`src/rtl/mem_arb_pkg.sv`:
```
// Shared types and constants for the unified memory port arbiter.
// Imported by the arbiter top and its latency timer.
package mem_arb_pkg;

    typedef enum logic [2:0] {
        IDLE  = 3'd0,
        ISSUE = 3'd1,
        WAIT  = 3'd2,
        DONE  = 3'd3,
        ERR   = 3'd4
    } state_t;

    typedef enum logic {
        OWN_IF = 1'b0,
        OWN_D  = 1'b1
    } owner_t;

    localparam logic [1:0] ALIGN_MASK = 2'b11;
    localparam int         CNT_W      = 4;

endpackage

```
`src/rtl/mem_port_arbiter_timer.sv`:
```
// Load/decrement latency counter; flags the final wait cycle.
// Reloaded for every access, so it never wraps.
module mem_latency_timer
    import mem_arb_pkg::*;
#(
    parameter int LOAD_VAL = 1
) (
    input  logic clock,
    input  logic reset,
    input  logic load,
    output logic last
);

    logic [CNT_W-1:0] count;

    always_ff @(posedge clock) begin
        if (!reset) begin
            count <= '0;
        end else if (load) begin
            count <= CNT_W'(LOAD_VAL);
        end else if (count != '0) begin
            count <= count - CNT_W'(1);
        end
    end

    assign last = (count == CNT_W'(1));

endmodule

```
`src/rtl/mem_port_arbiter.sv`:
```
// Arbitrates fetch and load/store traffic onto one single-port memory.
// Data has fixed priority; every access is serialised through the FSM.
module mem_port_arbiter
    import mem_arb_pkg::*;
#(
    parameter int MEM_LATENCY = 1,
    parameter int ADDR_W      = 32
) (
    input  logic              clock,
    input  logic              reset,
    input  logic              if_req,
    input  logic [ADDR_W-1:0] if_addr,
    output logic              if_ready,
    output logic [ADDR_W-1:0] if_rdata,
    output logic              if_err,
    input  logic              d_req,
    input  logic              d_we,
    input  logic [ADDR_W-1:0] d_addr,
    input  logic [ADDR_W-1:0] d_wdata,
    output logic              d_ready,
    output logic [ADDR_W-1:0] d_rdata,
    output logic              d_err,
    output logic              mem_en,
    output logic              mem_we,
    output logic [ADDR_W-1:0] mem_addr,
    output logic [ADDR_W-1:0] mem_wdata,
    input  logic [ADDR_W-1:0] mem_rdata
);

    state_t            state;
    owner_t            owner;
    logic              we_q;
    logic              timer_last;
    logic [ADDR_W-1:0] req_addr;
    logic              misaligned;

    // Data access belongs to the older instruction, so it always wins.
    assign req_addr   = d_req ? d_addr : if_addr;
    assign misaligned = |(req_addr[1:0] & ALIGN_MASK);

    mem_latency_timer #(
        .LOAD_VAL(MEM_LATENCY)
    ) u_timer (
        .clock(clock),
        .reset(reset),
        .load (state == ISSUE),
        .last (timer_last)
    );

    always_ff @(posedge clock) begin
        if (!reset) begin
            state     <= IDLE;
            owner     <= OWN_IF;
            we_q      <= 1'b0;
            if_ready  <= 1'b0;
            if_err    <= 1'b0;
            if_rdata  <= '0;
            d_ready   <= 1'b0;
            d_err     <= 1'b0;
            d_rdata   <= '0;
            mem_en    <= 1'b0;
            mem_we    <= 1'b0;
            mem_addr  <= '0;
            mem_wdata <= '0;
        end else begin
            if_ready  <= 1'b0;
            if_err    <= 1'b0;
            d_ready   <= 1'b0;
            d_err     <= 1'b0;
            mem_en    <= 1'b0;
            mem_we    <= 1'b0;
            mem_addr  <= '0;
            mem_wdata <= '0;
            unique case (state)
                IDLE: begin
                    if (d_req || if_req) begin
                        owner <= d_req ? OWN_D : OWN_IF;
                        we_q  <= d_req & d_we;
                        if (misaligned) begin
                            state <= ERR;
                            if (d_req) begin
                                d_ready <= 1'b1;
                                d_err   <= 1'b1;
                            end else begin
                                if_ready <= 1'b1;
                                if_err   <= 1'b1;
                            end
                        end else begin
                            state     <= ISSUE;
                            mem_en    <= 1'b1;
                            mem_we    <= d_req & d_we;
                            mem_addr  <= req_addr;
                            mem_wdata <= d_req ? d_wdata : '0;
                        end
                    end
                end
                ISSUE: state <= WAIT;
                WAIT: begin
                    if (timer_last) begin
                        state <= DONE;
                        if (owner == OWN_D) begin
                            d_ready <= 1'b1;
                            if (!we_q) d_rdata <= mem_rdata;
                        end else begin
                            if_ready <= 1'b1;
                            if_rdata <= mem_rdata;
                        end
                    end
                end
                DONE:    state <= IDLE;
                ERR:     state <= IDLE;
                default: state <= IDLE;
            endcase
        end
    end

endmodule

```
`config.mk`:
```
export PLATFORM = sky130hd
export DESIGN_NAME = mem_port_arbiter
export DESIGN_NICKNAME = d
export VERILOG_FILES = /design/src/rtl/mem_arb_pkg.sv /design/src/rtl/mem_port_arbiter_timer.sv /design/src/rtl/mem_port_arbiter.sv
export SDC_FILE = /design/constraint.sdc
export NUM_CORES = 1
export LEC_CHECK = 0
export CORE_MARGIN = 10
export CORE_UTILIZATION = 30
export CTS_CLUSTER_DIAMETER = 40
export CTS_CLUSTER_SIZE = 25
export DETAILED_ROUTE_END_ITERATION = 7
export DONT_BUFFER_PORTS = 1
export PLACE_DENSITY = 0.42
export REMOVE_ABC_BUFFERS = 1
export SLEW_MARGIN = 0
export SYNTH_ARGS = -nofsm -noshare
export SYNTH_HDL_FRONTEND = slang
export SYNTH_SLANG_ARGS = --single-unit
```
`constraint.sdc`:
```
create_clock -name clock -period 2.6 [get_ports clock]
set_clock_uncertainty 0.15 [all_clocks]
set_input_delay 0.52 -clock clock [delete_from_list [all_inputs] [get_ports clock]]
set_output_delay 0.52 -clock clock [all_outputs]
set_load 0.01 [all_outputs]
```
==> Yosys cells after proc, flatten, opt, wreduce, memory -nomap -nowiden <==
Cells that the tools add are included.
{ "classes": {"add_sub_neg": 1, "eq_ne": 5, "n_mux": 20, "bitwise": 7, "n_reduce_logical": 14} }
{ "ops": {"columns": ["operator", "n"], "rows": [
  ["32-bit two-way mux", 1],
  ["1-bit two-way mux", 13],
  ["3-bit two-way mux", 3],
  ["3-bit case mux with 3 select lines", 1],
  ["1-bit inverter", 6],
  ["2-bit AND reduction", 3],
  ["3-bit AND reduction", 2],
  ["6-bit OR reduction", 1],
  ["5-bit OR reduction", 1],
  ["4-bit by 1-bit equality test with 1-bit output, second input constant", 1],
  ["2-bit != test, second input constant", 2],
  ["1-bit case mux with 2 select lines", 2],
  ["4-bit AND reduction", 1],
  ["4-bit nonzero test", 1],
  ["2-bit OR reduction", 2],
  ["4-bit by 1-bit subtractor with 4-bit output, second input constant", 1],
  ["3-bit by 1-bit equality test with 1-bit output, second input constant", 1],
  ["3-bit by 2-bit equality test with 1-bit output, second input constant", 1],
  ["3-bit logical NOT", 1],
  ["2-bit nonzero test", 1],
  ["1-bit AND", 1],
  ["1-bit logical OR", 1]
]} }
{ "word_totals": {"register_bits": 143, "inputBits": 133, "out_inout_bits": 134, "elab_cells": 62} }

==> Depth between registers and ports, before layout <==
Gate-level depths: netlist of run 1.
{ "depth": {"word_depth": 5, "ltp_mapped": 7, "mapped_depth_nobuf": 5} }

==> Cells and area by module <==
Synthesis of run 1 repeated with hierarchy kept, for this count alone.
{ "unflattened": {"cells_unflattened": 483, "area_unflattened_um2": 5032.3} }
{ "modules_own_cells": {"columns": ["mod", "instances", "cells_per_inst", "area_each_um2", "seq_area_each_um2"], "rows": [
  ["mem_port_arbiter", 1, 459, 4800.9, 2782.7],
  ["mem_latency_timer", 1, 24, 231.5, 80.1]
]} }

==> Least setup slack after synthesis of run 1 <==
No wires, ideal clock.
{ "synth_path": {"kind": "input -> register", "from": "input reset", "to": "register owner", "setup_time_ps": 74, "arrival_ps": 1329, "t_required_ps": 2376, "setup_slack_ps": 1046, "stages": 5, "path_buffers": 3, "cell_sequence": "buf_2 > buf_2 > clkbuf_1 > o21ai_0 > a31oi_1"} }
{ "synth_lines": {"columns": ["item", "line_no", "rtl"], "rows": [
  ["start: declaration", "mem_port_arbiter.sv:10", "input logic reset,"],
  ["end signal: assignment", "mem_port_arbiter.sv:77", "owner <= d_req ? OWN_D : OWN_IF;"],
  ["end: declaration", "mem_port_arbiter.sv:31", "owner_t owner;"]
]} }

==> Worst setup path after layout of run 1 <==
{ "layout_path": {"from": "register u_timer.count[1]", "to": "register d_rdata[2]"} }
{ "layout_between": {"elab_chain_cells": 2} }
{ "layout_rtl": {"columns": ["item", "line_no", "rtl"], "rows": [
  ["start: declaration", "mem_port_arbiter_timer.sv:14", "logic [CNT_W-1:0] count;"],
  ["start signal: assignment", "mem_port_arbiter_timer.sv:20", "count <= CNT_W'(LOAD_VAL);"],
  ["start signal: assignment", "mem_port_arbiter_timer.sv:22", "count <= count - CNT_W'(1);"],
  ["4-bit by 1-bit equality test with 1-bit output", "mem_port_arbiter_timer.sv:26", "assign last = (count == CNT_W'(1));"],
  ["4-bit AND reduction (no line)", null, null],
  ["end signal: assignment", "mem_port_arbiter.sv:103", "if (!we_q) d_rdata <= mem_rdata;"],
  ["end: declaration", "mem_port_arbiter.sv:21", "output logic [ADDR_W-1:0] d_rdata,"]
]} }
No other way between the ends.
A chain may end at the register's enable or synchronous reset.

==> results of run 1 <==
==> metrics by stage <==
step                setup TNS (ns)  hold WS (ns)  utilization
floorplan                    -7.09         0.292            -
global placement                 0         0.333        0.313
detailed placement               0         0.344        0.313
CTS                              0        0.0322        0.350
global route                     0        0.0342        0.350
finish                           0        0.0603        0.350
==> cells in the final DEF (no fill, tap or decap), types with 2 or more instances in the layout <==
cell and count:
sky130_fd_sc_hd__nand2_1 101, sky130_fd_sc_hd__o21ai_0 3, sky130_fd_sc_hd__bufinv_16 3, sky130_fd_sc_hd__clkinv_2 2, sky130_fd_sc_hd__ha_1 3, sky130_fd_sc_hd__and2_1 34
sky130_fd_sc_hd__inv_6 2, sky130_fd_sc_hd__clkinv_4 3, sky130_fd_sc_hd__clkbuf_8 2, sky130_fd_sc_hd__dfxtp_1 143, sky130_fd_sc_hd__a21oi_1 2, sky130_fd_sc_hd__inv_1 4
sky130_fd_sc_hd__nor3_1 6, sky130_fd_sc_hd__xnor2_1 4, sky130_fd_sc_hd__nor2_1 36, sky130_fd_sc_hd__mux2i_1 94, sky130_fd_sc_hd__conb_1 2, sky130_fd_sc_hd__nor2b_1 2
sky130_fd_sc_hd__clkinvlp_4 2, sky130_fd_sc_hd__buf_4 2, sky130_fd_sc_hd__o21a_1 2, sky130_fd_sc_hd__clkbuf_16 17
==> layout make-up <==
| class | instances | area share |
|---|---|---|
| clock buffers | 20 | 0.0782 |
| clock inverters | 12 | 0.0272 |
| inverters | 4 | 0.00257 |
| multi-input cells | 308 | 0.349 |
| flip-flops and latches | 143 | 0.490 |
| well taps | 220 | 0.0471 |
| repair buffers | 3 | 0.00600 |
==> report_power, final <==
group	total (mW)	internal [mW]	leakage [nW]	switching (mW)
logic	0.293	0.156	1.25	0.136
clock network	2.50	1.57	0.297	0.933
registers	2.33	2.25	1.16	0.0734
total	5.12	3.98	2.70	1.14
==> Yosys cell counts <==
master / count / area, µm²
sky130_fd_sc_hd__a2111oi_0: 1 / 8.76
sky130_fd_sc_hd__a211oi_1: 1 / 7.51
sky130_fd_sc_hd__a21oi_1: 2 / 10.0
sky130_fd_sc_hd__a31oi_1: 1 / 6.26
sky130_fd_sc_hd__and2_1: 34 / 213
sky130_fd_sc_hd__and4_4: 1 / 11.3
sky130_fd_sc_hd__buf_2: 6 / 30.0
sky130_fd_sc_hd__buf_4: 2 / 15.0
sky130_fd_sc_hd__buf_6: 12 / 135
sky130_fd_sc_hd__clkbuf_1: 10 / 37.5
sky130_fd_sc_hd__conb_1: 1 / 3.75
sky130_fd_sc_hd__dfxtp_1: 143 / 2860
sky130_fd_sc_hd__ha_1: 3 / 37.5
sky130_fd_sc_hd__inv_1: 4 / 15.0
sky130_fd_sc_hd__mux2i_1: 94 / 941
sky130_fd_sc_hd__nand2_1: 101 / 379
sky130_fd_sc_hd__nand2b_1: 1 / 6.26
sky130_fd_sc_hd__nand3_1: 1 / 5.00
sky130_fd_sc_hd__nand3b_1: 1 / 7.51
sky130_fd_sc_hd__nand4b_1: 1 / 8.76
sky130_fd_sc_hd__nand4b_2: 1 / 15.0
sky130_fd_sc_hd__nor2_1: 36 / 135
sky130_fd_sc_hd__nor2_4: 1 / 11.3
sky130_fd_sc_hd__nor2b_1: 2 / 12.5
sky130_fd_sc_hd__nor3_1: 6 / 30.0
sky130_fd_sc_hd__nor3_4: 1 / 16.3
sky130_fd_sc_hd__nor3b_2: 1 / 12.5
sky130_fd_sc_hd__nor3b_4: 1 / 18.8
sky130_fd_sc_hd__nor4b_1: 1 / 8.76
sky130_fd_sc_hd__nor4b_4: 1 / 23.8
sky130_fd_sc_hd__o211ai_1: 1 / 7.51
sky130_fd_sc_hd__o21a_1: 2 / 15.0
sky130_fd_sc_hd__o21ai_0: 3 / 15.0
sky130_fd_sc_hd__o221ai_2: 1 / 15.0
sky130_fd_sc_hd__o22ai_1: 1 / 6.26
sky130_fd_sc_hd__or3b_4: 1 / 11.3
sky130_fd_sc_hd__xnor2_1: 4 / 35.0
==> worst max-delay path, cell delays in order, from the launching register on <==
cell                       delay [ns]
sky130_fd_sc_hd__dfxtp_1         0.32
sky130_fd_sc_hd__inv_1           0.09
sky130_fd_sc_hd__ha_1            0.14
sky130_fd_sc_hd__nor3b_4         0.25
sky130_fd_sc_hd__nand4b_2        0.36
sky130_fd_sc_hd__buf_12          0.31
sky130_fd_sc_hd__mux2i_1         0.14
==> metal layers <==
metal	up-vias	track usage
li1	1573	-
met4	0	0.0573
met3	11	0.0819
met2	186	0.167
met1	1454	0.133
met5	-	0
==> kinds of logic (layout without fill, tap and decap cells) <==
family / count (synthesis) / after routing
DFF: 143 / 143
muxes: 94 / 94
and+or+nand+nor: 192 / 192
buffers and inverters: 34 / 39
adders and majority gates: 3 / 3
xor gates and xnor gates: 4 / 4
AOI/OAI and AO/OA: 13 / 13
other: 1 / 2
==> worst paths after layout <==
check	startpoint	slack (ns)	end	cells after the start
setup / recovery	u_timer.count[1]$_SDFFE_PP0P_	0.69	d_rdata[2]$_SDFFE_PN0P_	6
hold / removal	if_req	0.06	owner$_SDFFE_PN0P_	1
setup reg to reg	u_timer.count[1]$_SDFFE_PP0P_	0.69	d_rdata[2]$_SDFFE_PN0P_	6
hold reg to reg	we_q$_SDFFE_PN0P_	0.34	we_q$_SDFFE_PN0P_	2
==> state kept, by name, indices dropped and copies added, names as in the netlist <==
name / count
mem_en: 1
d_err: 1
d_rdata: 32
mem_we: 1
mem_addr: 32
state: 3
we_q: 1
d_ready: 1
if_ready: 1
if_err: 1
mem_wdata: 32
if_rdata: 32
u_timer.count: 4
owner: 1
==> impl_summary.md, run 1 <==
Finish
Of the cells placed in the final design, the portion with a size suffix greater than 1 is 0.0878. The fill cell instance count of the final layout is 1727. The number of antenna diodes in the final layout is 0. The non-filler instance count after layout is 710. Across the whole layout, storage elements account for 0.00286 mm². The multi-input combinational cells in the finished layout cover a total of 0.00204 mm². The number of nets in the final layout is 613. The layout-stage area growth over the synthesis result is 13.9%. After routing the design area is 0.00584 mm².

Synthesis
Of the total synthesized cell area, the portion taken by AND, OR, NAND and NOR gates is 0.180. The share of synthesized cell area in full adder, half adder and majority cells is 0.00732. The post-synthesis instance area is 0.00513 mm². For this run, the register share of the synthesized area comes to 0.558. The fraction of synthesized area in multiplexers is 0.183. Synthesis inferred 143 register bits. Synthesis produced 484 cells. The post-synthesis compound-gate area fraction is 0.0178. The post-synthesis share of cell area spent on xor and xnor gates is 0.00683. The number of distinct library cell variants in the gate-level netlist after synthesis is 37. The average instance area after synthesis is 10.6 µm². By area, the combinational part of the netlist is dominated by multiplexers.

For this run, the number of Yosys warnings is 0.

STA
Setup repair after global routing left no endpoint under its margin. Headroom to the max-slew limit came out at 0.603. The final period demand of the worst path is 1.91 ns. The final number of max-transition violations was 0. Setup violations remaining at the end of the flow were counted as 0. The final hold violation count is 0. Of the available clock period, the critical path in the final layout requires 0.734.

In the post-route analysis, the smallest setup slack over all paths is 0.691 ns. For this run, the top clock speed supported by timing is 524 MHz. At the pin with the least slew margin, the transition time is 0.595 ns.

Power
The peak supply drop is 435 µV. The leakage power summed over all cells is 2.70 nW. The post-layout total power is 5.12 mW. The power density of the placed cells is 876 mW/mm².

Clock network
The later-pin clock latency in the skew report is 0.41 ns. TritonCTS built the clock tree. The setup fix buffers added after clock tree synthesis is 0. The number of clock sinks is 143. After clock tree synthesis, the flow added hold-fix buffers numbering 0. The maximum clock path buffer count is 2. The H-tree was split into 4 levels. The quantity of gates resized following cts is 0. The total clock buffers created by CTS is 17. After clock tree synthesis, the clock-pin slew on the worst setup and hold paths is 0.06 ns. In this run the clock root is driven by a sky130_fd_sc_hd__clkbuf_16.

Flow run
Max-cap violations in this run came to 0.

Global route
The number of global-route vias before repair is 3368. The initial antenna violation count was 0. After global routing the overflow that remains totals 0. In the global route stage, overall resource usage came out at 0.118. The first global-routing pass estimated 20.4 mm of wire. Entering global routing, the biggest net connects 106 pins.

Drt
The detailed-routing wirelength on met1 is 5.63 mm. For this block, the via count after detailed routing is 3224. The length of the first detailed-routing pass in iterations is 4. The sum of met3 wire segment lengths after detailed routing is 2.14 mm. Once detail routing completed, the nets flagged for antenna violations numbered 0. In the routed design, unresolved DRC markers number 0.

Dividing the detail-routed via count by the number of cells gives 4.54. In this run, the number of DRC markers left after iteration 0 of detailed routing was 101. The average wire per standard cell is 19.6 µm.

The detailed route wirelength on metal2 is 5.91 mm. The highest routed metal layer is met4. The total wire length after detailed routing is 13.9 mm.

Min path
The min-delay analysis places its worst path in the category in -> reg.

Place
Including well taps, the total number of placed cells is 678. The wire-length estimate of the detail-placed layout is 10.6 mm. Once placement finished, the instance area stood at 0.00523 mm². Timing analysis after detailed placement gives a worst setup slack of 0.666 ns. The number of port buffers is 0. The weighted congestion reported at the end of routability-driven placement is 0.717.

Floorplan
The placeable core region is 0.0167 mm². The initial utilization of the core area, before any placement, comes to 0.307. The floorplan die width is 151 µm.

The die outline height is 151 µm. The floorplan has 47 rows. The die covers 0.0227 mm².

267 I/O pins were placed.

Outcome
The run finished with clean final reports.

Critical path
The critical path data required time is 2.74 ns. The top fanout value on the critical path is 26. Data on the critical path arrives at its endpoint at 2.05 ns. The critical path class is reg -> reg.

The startpoint type of the worst setup path is a flop. The type of destination of the critical path is a flop.
No activity file was read; power rests on OpenSTA's default activity.
==> run 2: changes to the inputs <==
==> constraint.sdc (replaced) <==
create_clock -name clock -period 1.9 [get_ports clock]
set_clock_uncertainty 0.15 [all_clocks]
set_input_delay 0.38 -clock clock [delete_from_list [all_inputs] [get_ports clock]]
set_output_delay 0.38 -clock clock [all_outputs]
set_load 0.01 [all_outputs]
==> run 2 against run 1 <==
  * Sequential power increased by 37%
  * Hold slack got worse by 0.037 ns
  * Utilization increased by 8.8 points
  * Sequential share of layout area decreased by 9.8 points
  * Routed wire length increased by 20%
  * Largest cell class unchanged
  * Die area unchanged
  * Count of clock-buffer cells in the layout increased by 1
  * Sequential cell count unchanged
  * Non-clock buffer count increased by 145
==> impl_summary.md, run 2 (same netlist as run 1, synthesis figures left out) <==
Power
The design internal power came to 5.70 mW (was 3.98 mW). The switching power total is 1.63 mW (was 1.14 mW). The part of the total power dissipated in combinational logic came to 0.095 (was 0.057). The sequential share of power is 0.435 (was 0.455). The leakage power summed over all cells is 3.29 nW (was 2.70 nW).

The post-layout total power is 7.32 mW (was 5.12 mW). The peak supply drop is 588 µV (was 435 µV). The power density of the placed cells is 1000 mW/mm² (was 876 mW/mm²). The switching power as a share of total power is 0.222 (was 0.223). The part of the total power dissipated in the clock network is 0.469 (was 0.488).

Place
The placed wire-length estimate after detailed placement is 10.7 mm (was 10.6 mm). The number of port buffers is 0 (unchanged). The weighted congestion reported at the end of routability-driven placement is 0.706 (was 0.717).

Floorplan
The count of standard-cell rows is 47 (unchanged). The area of the die is 0.0227 mm² (unchanged). The floorplan die width was 151 µm (unchanged). The boundary pin count came to 267 (unchanged). The initial standard-cell utilization of the core is 0.307 (unchanged). The placeable core region is 0.0167 mm² (unchanged).

The die outline height came to 151 µm (unchanged).

Clock network
The H-tree depth reported by CTS is 4 (unchanged). The clock root buffer master is sky130_fd_sc_hd__clkbuf_16 (unchanged). The clock slew at the register clock pins of the worst setup and hold paths is 0.06 ns (about the same). The maximum clock path buffer count came to 2 (unchanged).

The number of clock sinks is 143 (unchanged). The clock tree from TritonCTS is done (unchanged). The total clock buffers created by CTS is 17 (unchanged). The later-pin clock latency in the skew report is 0.41 ns (about the same).

Global route
The all-layer global routing usage is 0.145 (was 0.118). The number of global-route vias before repair was 4241 (was 3368). The first-pass GRT wire length was 25.2 mm (was 20.4 mm). The total global routing overflow is 0 (unchanged).

The initial antenna violation count was 0 (unchanged). The largest net degree at the start of global routing came to 68 (was 106).

Critical path
The endpoint arrival time on the critical path came to 1.98 ns (was 2.05 ns). The startpoint type of the worst setup path is a flop (unchanged). The critical path data required time was 2.10 ns (was 2.74 ns). The top fanout value on the critical path is 6 (was 26).

The critical path class was reg -> reg (unchanged). The minimum setup slack among reg-to-reg paths was 0.12 ns (was 0.69 ns). The type of destination of the critical path is a flop (unchanged).

Drt
The residual antenna-violating net count after detailed routing was 0 (unchanged). The remaining routing DRC violations is 0 (unchanged). The average via count per standard cell is 4.51 (was 4.54).

The total wire length after detailed routing came to 16.6 mm (was 13.9 mm). The length of the first detailed-routing pass in iterations is 4 (unchanged). The average wire per standard cell is 19.5 µm (was 19.6 µm). The iteration-0 DRC count of the detailed router is 183 (was 101). The vias after detailed routing is 3852 (was 3224).

Finish
The fill cell instance count of the final layout was 1553 (was 1727). The layout-stage area growth over the synthesis result is 42.5% (was 13.9%). The diode insertion count for antenna repair is 0 (unchanged). Leading cell types in the layout, fill and taps excluded: 142 x sky130_fd_sc_hd__dfxtp_1, 139 x sky130_fd_sc_hd__dlygate4sd3_1, 101 x sky130_fd_sc_hd__nand2_1, 94 x sky130_fd_sc_hd__mux2i_1, 36 x sky130_fd_sc_hd__nor2_1 (was 143 x sky130_fd_sc_hd__dfxtp_1, 101 x sky130_fd_sc_hd__nand2_1, 94 x sky130_fd_sc_hd__mux2i_1, 36 x sky130_fd_sc_hd__nor2_1, 34 x sky130_fd_sc_hd__and2_1).

The leading cell type in the layout, fill and taps excluded is sky130_fd_sc_hd__dfxtp_1 (unchanged). The fraction of layout cells with a size suffix above 1 is 0.0789 (was 0.0878). The number of nets in the final layout is 758 (was 613).

STA
The slew at the pin closest to its max-slew limit came to 0.678 ns (was 0.595 ns). The post-route fraction of the period consumed by the critical path is 0.936 (was 0.734). The final hold violation count is 0 (unchanged). The final number of max-transition violations is 0 (unchanged). The remaining max-slew budget at the tightest pin is 0.547 (was 0.603). The summed negative setup slack over all endpoints was 0 ns (unchanged). The final period demand of the worst path is 1.78 ns (was 1.91 ns). The final hold slack is 0.0232 ns (was 0.0603 ns). The highest attainable clock frequency is 562 MHz (was 524 MHz). The final setup violation count is 0 (unchanged).

Min path
The type of the worst min-delay path is in -> reg (unchanged).

Outcome
Outcome: completed (unchanged).

Flow run
The number of maximum-capacitance constraint violations is 0 (unchanged).
run 2: cell types whose count changed in the layout (fill, tap and decap cells not counted), sizes merged:
cell / previous run / this run
buf: 3 / 8
dlymetal6s4s: 0 / 1
clkbuf: 20 / 21
clkinv: 5 / 3
inv: 6 / 4
clkinvlp: 2 / 4
dlygate4sd3: 0 / 139
run 2: area by class of cell:
type                       instances  area [µm²]  area share
sequential                       143        2860       0.392
multi-input combinational        308        2040       0.280
timing repair buffer             148        1500       0.205
clock buffer                      21         480      0.0657
tap                              220         275      0.0377
inverter                           4        15.0     0.00205
clock inverter                    10         135      0.0185
run 2: worst max-delay path, cell delays in order (launching register included):
cell                            delay [ns]
sky130_fd_sc_hd__dfxtp_1              0.43
sky130_fd_sc_hd__nor4b_2              0.33
sky130_fd_sc_hd__o21ai_0              0.12
sky130_fd_sc_hd__a31oi_1              0.13
sky130_fd_sc_hd__dlygate4sd3_1        0.55
run 2: per-layer routing:
metal	global-route usage	up-vias	wire [µm]
met5	0	-	0
met4	0.0529	0	235
li1	-	1856	-
met2	0.223	201	7530
met3	0.0951	11	2330
met1	0.158	1784	6510
run 2: power groups by stage:
| stage | clock network [mW] | registers (mW) | logic, mW |
|---|---|---|---|
| finish | 3.44 | 3.19 | 0.699 |
| global route | 3.67 | 3.20 | 0.773 |
| CTS | 3.54 | 3.19 | 0.676 |
| detailed placement | 0 | 3.25 | 0.409 |
| global placement | 0 | 3.25 | 0.397 |
| floorplan | 0 | 3.23 | 0.348 |
run 2: stage by stage:
stage          setup slack, ns  instances  utilization  instance area [µm²]
2_1_floorplan           -0.916        455            -                 4920
3_3_place_gp             0.277        680        0.314                 5240
3_5_place_dp             0.188        680        0.314                 5240
4_1_cts                 0.0272        850        0.435                 7270
5_1_grt               -0.00644        854        0.438                 7310
6_report                 0.122        854        0.438                 7310
run 2: path summary, 6_finish.rpt:
| kind | depth (start not counted) | startpoint | endpoint |
|---|---|---|---|
| hold / removal | 2 | mem_rdata[1] | d_rdata[1]$_SDFFE_PN0P_ |
| setup / recovery | 4 | state[0]$_SDFFE_PN0P_ | owner$_SDFFE_PN0P_ |
| setup reg to reg | 4 | state[0]$_SDFFE_PN0P_ | owner$_SDFFE_PN0P_ |
| hold reg to reg | 2 | we_q$_SDFFE_PN0P_ | we_q$_SDFFE_PN0P_ |
run 2: repair_timing:
item | 4_1_cts | 5_1_grt
endpoints found under the hold margin | 132 | 1
hold buffers | 139 | 2
setup buffers | 0 | 2
setup endpoints to repair | 0 | 1
resized for setup | 0 | 3
==> run 3: changes to the inputs <==
--- a/config.mk
+++ b/config.mk
@@ -5,13 +5,15 @@
 export SDC_FILE = /design/constraint.sdc
 export NUM_CORES = 1
 export LEC_CHECK = 0
+export CELL_PAD_IN_SITES_DETAIL_PLACEMENT = 1
+export CELL_PAD_IN_SITES_GLOBAL_PLACEMENT = 2
 export CORE_MARGIN = 10
 export CORE_UTILIZATION = 30
 export CTS_CLUSTER_DIAMETER = 40
 export CTS_CLUSTER_SIZE = 25
 export DETAILED_ROUTE_END_ITERATION = 7
 export DONT_BUFFER_PORTS = 1
-export PLACE_DENSITY = 0.42
+export PLACE_DENSITY = 0.65
 export REMOVE_ABC_BUFFERS = 1
 export SLEW_MARGIN = 0
 export SYNTH_ARGS = -nofsm -noshare
==> run 3 against run 2 <==
  * The run now fails in clock tree synthesis (4_1_cts)
  * Area after synthesis is the same
  * Synthesized cell count unchanged
==> impl_summary.md, run 3 <==
Outcome
Outcome: did not finish (was completed). The last flow stage reached is clock tree synthesis (4_1_cts). The first error in the log reads "[ERROR RSZ-0060] Max buffer count reached".

Synthesis
The synthesized instance count is 484 (unchanged). The register area share after synthesis is 0.558 (unchanged). The total number of yosys warnings is 0 (unchanged). The number of distinct library cell variants in the gate-level netlist after synthesis came to 37 (unchanged). The flip-flop and latch count after synthesis is 143 (unchanged). The average instance area after synthesis was 10.6 µm² (unchanged). Synth top cells by count: 143 x sky130_fd_sc_hd__dfxtp_1, 101 x sky130_fd_sc_hd__nand2_1, 94 x sky130_fd_sc_hd__mux2i_1 (unchanged). The post-synthesis instance area was 0.00513 mm² (unchanged). The dominant cell by count in the synthesized netlist is sky130_fd_sc_hd__dfxtp_1 (unchanged). The portion of synthesized cell area occupied by the leading cell type is 0.558 (unchanged). The post-synthesis async set-or-reset flop share is 0 (unchanged).

The cell taking the most area after synthesis is sky130_fd_sc_hd__dfxtp_1 (unchanged). Area contributors post-synth: sky130_fd_sc_hd__dfxtp_1 56%, sky130_fd_sc_hd__mux2i_1 18%, sky130_fd_sc_hd__nand2_1 7.4%, sky130_fd_sc_hd__and2_1 4.1%, sky130_fd_sc_hd__nor2_1 2.6% (unchanged). The main flop type after synthesis is sky130_fd_sc_hd__dfxtp_1 (unchanged). The number of flops mapped to enable cells by yosys is 0 (unchanged).

Floorplan
The floorplan die width is 151 µm (unchanged). The die outline height came to 151 µm (unchanged). The count of standard-cell rows is 47 (unchanged). The initial standard-cell utilization of the core is 0.307 (unchanged).

The boundary pin count was 267 (unchanged).

Clock network
The clock root buffer master is sky130_fd_sc_hd__clkbuf_16 (unchanged). The quantity of gates resized following cts is 0 (unchanged). The maximum clock path buffer count is 2 (unchanged). The number of hold-repair buffers added at the cts stage is 144 (was 139). The H-tree depth reported by CTS was 4 (unchanged).

The setup fix buffers added after clock tree synthesis is 0 (unchanged). The number of clock sinks is 143 (unchanged). The total clock buffers created by CTS came to 17 (unchanged).

Place
The total placed cells including tap cells is 682 (was 680). The weighted congestion reported at the end of routability-driven placement is 0.696 (was 0.706). The total placed instance area is 0.00527 mm² (was 0.00524 mm²). The number of port buffers is 0 (unchanged). The placed wire-length estimate after detailed placement is 11.5 mm (was 10.7 mm).
==> run 3: logic make-up after synthesis <==
kind of cell / count (synthesis) / share of synthesized area
XOR/XNOR: 4 / 0.00683
AND/OR/NAND/NOR: 192 / 0.180
AO/OA/AOI/OAI: 13 / 0.0178
adder cells (fa/ha/maj): 3 / 0.00732
multiplexers: 94 / 0.183
flip-flops: 143 / 0.558
buffers and inverters: 34 / 0.0454
other: 1 / 0.000731
==> run 3: per-stage QoR <==
stage,setup TNS (ns),setup slack [ns]
after floorplan,-39.96,-0.916
after global placement,0,0.198
after detailed placement,0,0.160
==> run 4: changes to the inputs <==
--- a/config.mk
+++ b/config.mk
@@ -5,15 +5,11 @@
 export SDC_FILE = /design/constraint.sdc
 export NUM_CORES = 1
 export LEC_CHECK = 0
-export CELL_PAD_IN_SITES_DETAIL_PLACEMENT = 1
-export CELL_PAD_IN_SITES_GLOBAL_PLACEMENT = 2
 export CORE_MARGIN = 10
-export CORE_UTILIZATION = 30
-export CTS_CLUSTER_DIAMETER = 40
-export CTS_CLUSTER_SIZE = 25
+export CORE_UTILIZATION = 20
 export DETAILED_ROUTE_END_ITERATION = 7
 export DONT_BUFFER_PORTS = 1
-export PLACE_DENSITY = 0.65
+export PLACE_DENSITY_LB_ADDON = 0.15
 export REMOVE_ABC_BUFFERS = 1
 export SLEW_MARGIN = 0
 export SYNTH_ARGS = -nofsm -noshare
==> run 4 against run 3 <==
  * The flow now finishes without violations
==> impl_summary.md, run 4 (same netlist as run 1, synthesis figures left out) <==
Flow run
Across the run, the number of max-cap violations was 0.

Power
VDD sags by at most 441 µV. The power density of the placed cells is 993 mW/mm². For this design the static power due to leakage is 3.31 nW.

The post-layout total power is 7.46 mW.

Clock network
The H-tree depth reported by CTS was 4 (unchanged). TritonCTS built the clock tree. The total clock buffers created by CTS is 17 (unchanged). The maximum clock path buffer count came to 2 (unchanged). The clock root buffer master is sky130_fd_sc_hd__clkbuf_16 (unchanged).

The clock slew at the register clock pins of the worst setup and hold paths is 0.06 ns. The later-pin clock latency in the skew report is 0.41 ns. The number of clock sinks is 143 (unchanged).

Finish
The layout-stage area growth over the synthesis result is 46.4%. At the end of the flow, the number of nets in the layout was 762. Summing all non-filler instances in the final layout gives an area of 0.00751 mm². 0 antenna diodes ended up in the layout.

The layout has 2578 filler cells. Leaving out fill and tap cells, the most frequent cells in the layout are 145 x sky130_fd_sc_hd__dlygate4sd3_1, 143 x sky130_fd_sc_hd__dfxtp_1, 101 x sky130_fd_sc_hd__nand2_1, 94 x sky130_fd_sc_hd__mux2i_1, 36 x sky130_fd_sc_hd__nor2_1. The fraction of layout cells with a size suffix above 1 is 0.0751. Leaving out fill and tap cells, the most frequent cell in the layout is sky130_fd_sc_hd__dlygate4sd3_1.

Critical path
Along the worst path, the maximum fanout reaches 7. Data arrives at the worst endpoint at 1.97 ns. STA classifies the critical path startpoint as a flop.

The minimum setup slack among reg-to-reg paths is 0.14 ns. For the worst setup path, the data required time is 2.11 ns. The worst setup path is captured at a flop. The setup path with the least slack is of type reg -> reg.

Drt
The iteration-0 DRC count of the detailed router is 115. Dividing the detail-routed via count by the number of cells gives 3.96. Before antenna repair, the detailed router went through 4 iterations. The total wire length after detailed routing is 17.1 mm. The vias after detailed routing is 3842. Once detail routing completed, the nets flagged for antenna violations numbered 0. The average wire per standard cell is 17.6 µm. For this run, design rule violations remaining after detail routing come to 0.

STA
Setup violations remaining at the end of the flow were counted as 0. The slew at the pin closest to its max-slew limit is 0.820 ns. The final number of max-transition violations is 0.

The final hold violation count came to 0. Setup repair after global routing left no endpoint under its margin. The remaining max-slew budget at the tightest pin is 0.452.

In the finished design, the share of the clock period the worst path needs comes to 0.924. The summed negative setup slack over all endpoints is 0 ns. The final period demand of the worst path is 1.76 ns. The highest attainable clock frequency is 569 MHz.

Floorplan
The die outline height is 180 µm (was 151 µm). The core region is 0.0252 mm². The floorplan die width is 180 µm (was 151 µm). The count of standard-cell rows was 58 (was 47). The area of the die is 0.0325 mm². The boundary pin count is 267 (unchanged). The initial standard-cell utilization of the core came to 0.204 (was 0.307).

Global route
Entering global routing, the biggest net connects 68 pins. The all-layer global routing usage is 0.103. The initial antenna violation count is 1. The first global-routing pass estimated 26.0 mm of wire. The number of global-route vias before repair is 4241.

Global routing finished with a remaining overflow of 0.

Place
The total placed instance area is 0.00541 mm² (was 0.00527 mm²). The weighted congestion reported at the end of routability-driven placement is 0.672 (was 0.696). The number of port buffers was 0 (unchanged). The placed wire-length estimate after detailed placement is 11.1 mm (was 11.5 mm).

Min path
In this run the worst hold path is classified as in -> reg.

Outcome
Outcome: completed (was did not finish).
==> run 4: final timing paths <==
check,from,end,cells past startpoint
setup / recovery,state[2]$_SDFFE_PN0P_,owner$_SDFFE_PN0P_,4
hold / removal,reset,d_rdata[4]$_SDFFE_PN0P_,2
setup reg to reg,state[2]$_SDFFE_PN0P_,owner$_SDFFE_PN0P_,4
hold reg to reg,we_q$_SDFFE_PN0P_,we_q$_SDFFE_PN0P_,2
==> run 4: routing by layer <==
layer	wire, µm	track usage	vias to the layer above
met2	7840	0.163	177
li1	-	-	1868
met3	2030	0.0624	15
met5	7	0	-
met4	214	0.0331	2
met1	6980	0.113	1780
==> run 4: through the flow <==
stage,setup WS [ns],utilization,cells,hold WS [ns]
3_5_place_dp,0.168,0.215,791,0.325
2_1_floorplan,-0.916,-,455,0.292
3_3_place_gp,0.238,0.215,791,0.331
6_report,0.144,0.298,969,0.0281
5_1_grt,0.0267,0.298,969,0.0160
4_1_cts,0.0695,0.298,969,0.00381
==> run 4: cell type report <==
class                           instances  area [µm²]  share of cell area
Sequential cell                       143        2860               0.381
Inverter                                4        15.0             0.00200
Multi-Input combinational cell        308        2050               0.273
Clock buffer                           18         429              0.0571
Clock inverter                         14         190              0.0253
Timing Repair Buffer                  152        1550               0.206
Tap cell                              330         413              0.0550
==> run 4: power by group <==
part	switching, mW	total (mW)	leakage (nW)	internal (mW)
sequential	0.107	3.19	1.16	3.08
clock	1.35	3.55	0.300	2.20
combinational	0.282	0.720	1.86	0.439
total	1.73	7.46	3.31	5.72
==> run 4: critical path, cell delays in order, from the launching register on <==
cell	delay, ns
sky130_fd_sc_hd__dfxtp_1	0.44
sky130_fd_sc_hd__nor3_4	0.32
sky130_fd_sc_hd__nand2_1	0.10
sky130_fd_sc_hd__a31oi_1	0.16
sky130_fd_sc_hd__dlygate4sd3_1	0.55
==> run 4: timing repair <==
item | CTS | global route
resized for setup | 0 | 1
hold endpoints to repair | 134 | 0
hold buffers | 146 | 0
setup endpoints to repair | 0 | 1
buffers inserted | 0 | 0
